===== config.mk =====
export PLATFORM = sky130hd
export DESIGN_NAME = dlx_pipe_if
export DESIGN_NICKNAME = d
export VERILOG_FILES = /design/src/rtl/dlx_pipe_if.sv
export SDC_FILE = /design/constraint.sdc
export NUM_CORES = 1
export LEC_CHECK = 0
export BUFFER_PORTS_ARGS = -buffer_cell sky130_fd_sc_hd__buf_2
export CAP_MARGIN = 20
export CORE_MARGIN = 8
export CORE_UTILIZATION = 55
export CTS_CLUSTER_DIAMETER = 100
export DETAILED_ROUTE_END_ITERATION = 10
export GPL_ROUTABILITY_DRIVEN = 1
export PLACE_DENSITY = 0.77
export SYNTH_ARGS = -nofsm -noshare
export SYNTH_HDL_FRONTEND = slang
export SYNTH_SLANG_ARGS = --single-unit

===== constraint.sdc =====
create_clock -name clk -period 5.91 [get_ports clk]
set_input_delay 0 -clock clk [delete_from_list [all_inputs] [get_ports clk]]
set_output_delay 0 -clock clk [all_outputs]
set_load 0.01 [all_outputs]

===== src/rtl/dlx_pipe_if.sv =====
// dlx_pipe_if -- DLX instruction fetch stage.
//
// Owns the program counter, drives a req/ack instruction-memory port and
// produces the IF/ID pipeline register consumed by dlx_pipe_id.
//
// Ports
//   clk, rst            clock, synchronous active-high reset
//   stall, dc_wait      hold the IF/ID register (both behave identically)
//   id_cond, id_npc     taken branch/jump from ID and its target
//   id_halt             ID decoded a halt
//   id_illegal_instr    ID decoded an illegal opcode
//   imem_req/adr        fetch request and word-aligned address (= pc)
//   imem_ack/rdata      fetch completion and fetched word
//   if_id_ir/npc        IF/ID instruction and next-PC
//   if_halted           sticky: fetch has stopped
//   if_illegal          sticky: the stop was caused by an illegal opcode
//
// States
//   FETCH  request outstanding at pc
//   HOLD   a word arrived while stalled; it waits in the fetch buffer
//   DRAIN  halted with a request outstanding; wait for its ack and drop it
//   HALT   fetch stopped until reset
module dlx_pipe_if #(
  parameter logic [31:0] RESET_PC  = 32'h0000_0000,
  parameter logic [31:0] NOP_INSTR = 32'h0000_0000
) (
  input  logic        clk,
  input  logic        rst,
  input  logic        stall,
  input  logic        dc_wait,
  input  logic        id_cond,
  input  logic [31:0] id_npc,
  input  logic        id_halt,
  input  logic        id_illegal_instr,
  output logic        imem_req,
  output logic [31:0] imem_adr,
  input  logic        imem_ack,
  input  logic [31:0] imem_rdata,
  output logic [31:0] if_id_ir,
  output logic [31:0] if_id_npc,
  output logic        if_halted,
  output logic        if_illegal
);

  typedef enum logic [1:0] {FETCH, HOLD, DRAIN, HALT} state_t;

  state_t      state_q, state_d;
  logic [31:0] pc_q, pc_d;
  logic [31:0] ir_d, npc_d;
  logic        halted_d, illegal_d;
  logic        pend_q, pend_d;
  logic [31:0] redir_pc_q, redir_pc_d;
  logic [31:0] buf_ir_p0, buf_npc_p0;
  logic        buf_ld;

  logic        adv;
  logic        take;
  logic        halt_ev;
  logic [31:0] id_tgt;
  logic [31:0] pc_inc;

  // ID controls only count when the pipe advances; halt outranks a branch.
  assign adv     = ~stall & ~dc_wait;
  assign halt_ev = adv & (id_halt | id_illegal_instr);
  assign take    = adv & id_cond & ~halt_ev;
  assign id_tgt  = id_npc & ~32'h0000_0003;
  assign pc_inc  = pc_q + 32'd4;

  assign imem_req = (state_q == FETCH) || (state_q == DRAIN);
  assign imem_adr = pc_q;

  always_comb begin
    state_d    = state_q;
    pc_d       = pc_q;
    ir_d       = if_id_ir;
    npc_d      = if_id_npc;
    halted_d   = if_halted;
    illegal_d  = if_illegal;
    pend_d     = pend_q;
    redir_pc_d = redir_pc_q;
    buf_ld     = 1'b0;
    case (state_q)
      FETCH: begin
        if (halt_ev) begin
          ir_d      = NOP_INSTR;
          halted_d  = 1'b1;
          illegal_d = id_illegal_instr;
          pend_d    = 1'b0;
          state_d   = imem_ack ? HALT : DRAIN;
        end else if (imem_ack) begin
          if (pend_q || take) begin
            // Word belongs to the wrong path: drop it and jump.
            pc_d   = pend_q ? redir_pc_q : id_tgt;
            pend_d = 1'b0;
            if (adv) ir_d = NOP_INSTR;
          end else if (adv) begin
            ir_d  = imem_rdata;
            npc_d = pc_inc;
            pc_d  = pc_inc;
          end else begin
            // Memory finished while stalled: park the word.
            buf_ld  = 1'b1;
            pc_d    = pc_inc;
            state_d = HOLD;
          end
        end else if (take) begin
          // Request cannot be aborted; remember the target until it acks.
          pend_d     = 1'b1;
          redir_pc_d = id_tgt;
          ir_d       = NOP_INSTR;
        end else if (adv) begin
          ir_d = NOP_INSTR;
        end
      end
      HOLD: begin
        if (halt_ev) begin
          ir_d      = NOP_INSTR;
          halted_d  = 1'b1;
          illegal_d = id_illegal_instr;
          state_d   = HALT;
        end else if (take) begin
          pc_d    = id_tgt;
          ir_d    = NOP_INSTR;
          state_d = FETCH;
        end else if (adv) begin
          ir_d    = buf_ir_p0;
          npc_d   = buf_npc_p0;
          state_d = FETCH;
        end
      end
      DRAIN: begin
        if (imem_ack) state_d = HALT;
      end
      HALT: begin
        state_d = HALT;
      end
      default: state_d = FETCH;
    endcase
  end

  // Stage boundary: PC, IF/ID register and control state.
  always_ff @(posedge clk) begin
    if (rst) begin
      state_q    <= FETCH;
      pc_q       <= RESET_PC;
      if_id_ir   <= NOP_INSTR;
      if_id_npc  <= RESET_PC;
      if_halted  <= 1'b0;
      if_illegal <= 1'b0;
      pend_q     <= 1'b0;
    end else begin
      state_q    <= state_d;
      pc_q       <= pc_d;
      if_id_ir   <= ir_d;
      if_id_npc  <= npc_d;
      if_halted  <= halted_d;
      if_illegal <= illegal_d;
      pend_q     <= pend_d;
    end
  end

  // Stage boundary: fetch buffer and pending redirect target (data only).
  always_ff @(posedge clk) begin
    redir_pc_q <= redir_pc_d;
    if (buf_ld) begin
      buf_ir_p0  <= imem_rdata;
      buf_npc_p0 <= pc_inc;
    end
  end

endmodule


==> flow_summary.toml <==
[outcome]
outcome = "complete, no violations"

[critical_path]
cpLargestDelayFamily = "simple AND/OR/NAND/NOR gates"
critPathBufInv = 3
r2r_end = "buf_npc_p0[28]"
rr_worst_depth = 6
worstPathCellList = "dlygate4sd3_1, buf_2, nor4_4, nand2_1, nor4_2, buf_4"
critPathMaxFanout = 23
start_kind = "input pin"
worstSetupPathType = "input pin to flip-flop"
rr_startpoint = "imem_adr[2]"
cpPeakStageDelay_ns = 0.91
required_ns = 6.01
crit_start = "id_illegal_instr"
critical_path_arrival_ns = 3.09
cp_slowest_cell = "nor4_2"
crit_path_end_kind = "flip-flop"
rrSetupSlack_ns = 3.14

[yosys]
synth_area_per_cell_sq_um = 10.22
ys.flop_type = "dfxtp_1"
ys_seq_area_share_pct = 55.33
yosys_register_bits = 189
yosysWarnings = 0
synth_cells = 832
synth_edf_count = 92
post_synth_num_cell_types = 65
syn_area_sq_um = 8503
async_flop_share_pct = 0

[hold_path]
worstHoldStart = "id_halt"
holdPathEnd = "if_halted"
holdPathStages = 4
holdCritPathClass = "input pin to flip-flop"

[sta]
rsz0062_at_grt = "false"
final-hold-violation-count = 0
setup_tns_ns = 0
fin_skew_ns = 0.01028
worst_pin_slew_ns = 1.068
setup_viol = 0
finalCritPeriodShare_pct = 50.66
slew_viol_final = 0
hold_ws_ns = 0.04679
fmax_mhz = 334.0
min_period_ns = 2.994
slew_headroom_pct = 28.18

[clock_network]
htreeDepth = 4
post_cts_buffers = 0
cts-root-to-sink-buffers = 2
cts_root_buf = "clkbuf_16"
cts_made_buffers = 17
insertion_delay_ns = 0.44
path_clk_slew_ns = 0.06
clock_sinks = 189
cts_tree = "built"

[global_routing]
grt_start_max_net_pins = 65
grt_pass1_wl_um = 38290
antenna_found_initial = 0
track_usage_pct = 24.30
grt_pass1_vias = 7038
grt-ovfl-total = 0

[route]
post-route-drc-count = 0
wl_um = 24590
ant_nets = 0
wl_per_cell_um = 20.14
viasPerCell = 6.192
drt_iter0_drc = 864
drtPass1Iterations = 6
vias = 7561

[place]
gp_congestion = 0.8902
portBuffers = 164
dp_hpwl_um = 16010

[pwr]
netSwitchingFraction_pct = 25.21
power.density_nw_per_um2 = 279.2
clockPowerShare_pct = 38.7
power_frac_seq_pct = 49.8
p_leak_nw = 4.229
comb_power_share_pct = 11.4
p_int_w = 0.002220
switchingPower_w = 0.0007483
ir_drop_mv = 0.2268

[layout]
final_common_cell = "buf_2"
final_cell_mix = "buf_2 (164), dfxtp_1 (97), edfxtp_1 (92)"
fillers = 1129
antenna_cells = 0
layout-drive-gt1-share_pct = 22.07
area_delta_synth_final_pct = 25.03
finalNetCount = 1093

[floorplan]
die_x_um = 140.3
fp.coreArea_sq_um = 15150
start_util_pct = 56.14
die_area_sq_um = 19700
num_rows = 45
ios = 171
die_h_um = 140.3

[run]
cap_violations = 0
==> kinds of logic after synthesis <==
group,count (synthesis),synth area share (%)
mux,4,0.4856
other cells,1,0.04410
compound gates,249,20.67
flops,189,55.33
fa+ha+maj,1,0.1471
buf+inv,104,4.959
xor+xnor,26,2.678
simple gates,258,15.69
==> worst max-delay path by stage <==
stage	endpoint	slack [ns]	cells after the start
after floorplan	redir_pc_q[10]	1.73	4
after global placement	redir_pc_q[25]	3.02	5
after detailed placement	redir_pc_q[27]	3.03	5
after CTS	redir_pc_q[12]	2.96	6
after global routing	redir_pc_q[22]	2.74	6
final	redir_pc_q[24]	2.92	6
==> sequential cells by signal, indices dropped and copies added (netlist names) <==
name,cells
buf_ir_p0,32
if_id_ir,32
buf_npc_p0,30
if_id_npc,30
imem_adr,30
redir_pc_q,30
state_q,2
if_halted,1
if_illegal,1
pend_q,1
==> final cells by class <==
class	count	area (sq um)	area share (%)
clock buffer	20	456.7	4.296
sequential	189	4705	44.25
inverter	28	105.1	0.9886
clock inverter	12	133.9	1.259
tap	188	235.2	2.213
multi-input combinational	542	3407	32.05
timing repair buffer	242	1589	14.95
==> per-layer routing <==
layer | GRT usage [%] | vias to the layer above | share of wire (%)
met2 | 35.78 | 405 | 45
met1 | 33.67 | 3599 | 43
met3 | 5.980 | 37 | 9.0
met5 | 0 | - | 0
li1 | - | 3520 | -
met4 | 9.600 | 0 | 2.3
==> metrics by stage <==
step                      total power [W]  util, %  instance area [sq um]  std cells  setup WS, ns
after floorplan                  0.001683        -                   8514        835         1.732
after global routing             0.003063    70.19                  10630       1221         2.739
after global placement           0.001795    61.82                   9363       1123         3.021
final                            0.002968    70.19                  10630       1221         2.916
after detailed placement         0.001804    61.82                   9363       1123         3.034
after CTS                        0.002967    70.01                  10600       1220         2.959
==> power by group through the flow <==
| stage | sequential, W | clock (W) | combinational [W] |
|---|---|---|---|
| after global placement | 0.00150 | 0 | 0.000292 |
| after global routing | 0.00149 | 0.00121 | 0.000367 |
| final | 0.00148 | 0.00115 | 0.000340 |
| after floorplan | 0.00151 | 0 | 0.000176 |
| after CTS | 0.00148 | 0.00116 | 0.000333 |
| after detailed placement | 0.00151 | 0 | 0.000297 |
==> worst reg2reg max path, delay by kind of cell (launching register included) <==
kind	cells	cell delay, ns
flip-flops	1	0.47
AND/OR/NAND/NOR	3	1.38
buffers and inverters	1	0.07
XOR/XNOR	1	0.36
adder cells (fa/ha/maj)	1	0.25
==> what timing repair did <==
| action | CTS | global route |
|---|---|---|
| endpoints found under the setup margin | 0 | 0 |
| hold endpoints to repair | 116 | 0 |
| hold buffers | 65 | 0 |
| gates resized for setup | 0 | 0 |
==> synth_stat cells (4+ instances only) <==
library cell	instances	area share [%]
o21ai_0	18	1.1
nor2b_1	6	0.44
nor4_1	7	0.51
buf_2	12	0.71
inv_1	28	1.2
a22o_1	5	0.51
o31a_1	6	0.62
a311oi_1	4	0.41
a21oi_1	84	4.9
nand3_1	46	2.7
o22ai_1	14	1.0
nand2b_1	13	0.96
nor3_1	17	1.0
a31oi_1	6	0.44
o32ai_1	9	0.93
a222oi_1	7	0.82
and3_1	21	1.5
nand2_1	74	3.3
clkbuf_1	57	2.5
a211oi_1	9	0.79
edfxtp_1	92	32
a22oi_1	9	0.79
dfxtp_1	97	23
a221o_1	32	3.8
nor2_1	40	1.8
nand4_1	13	0.96
xnor2_1	13	1.3
xor2_1	13	1.3
o211ai_1	17	1.5
buf_4	4	0.35
Note: power is estimated with default switching activity, not from simulation.
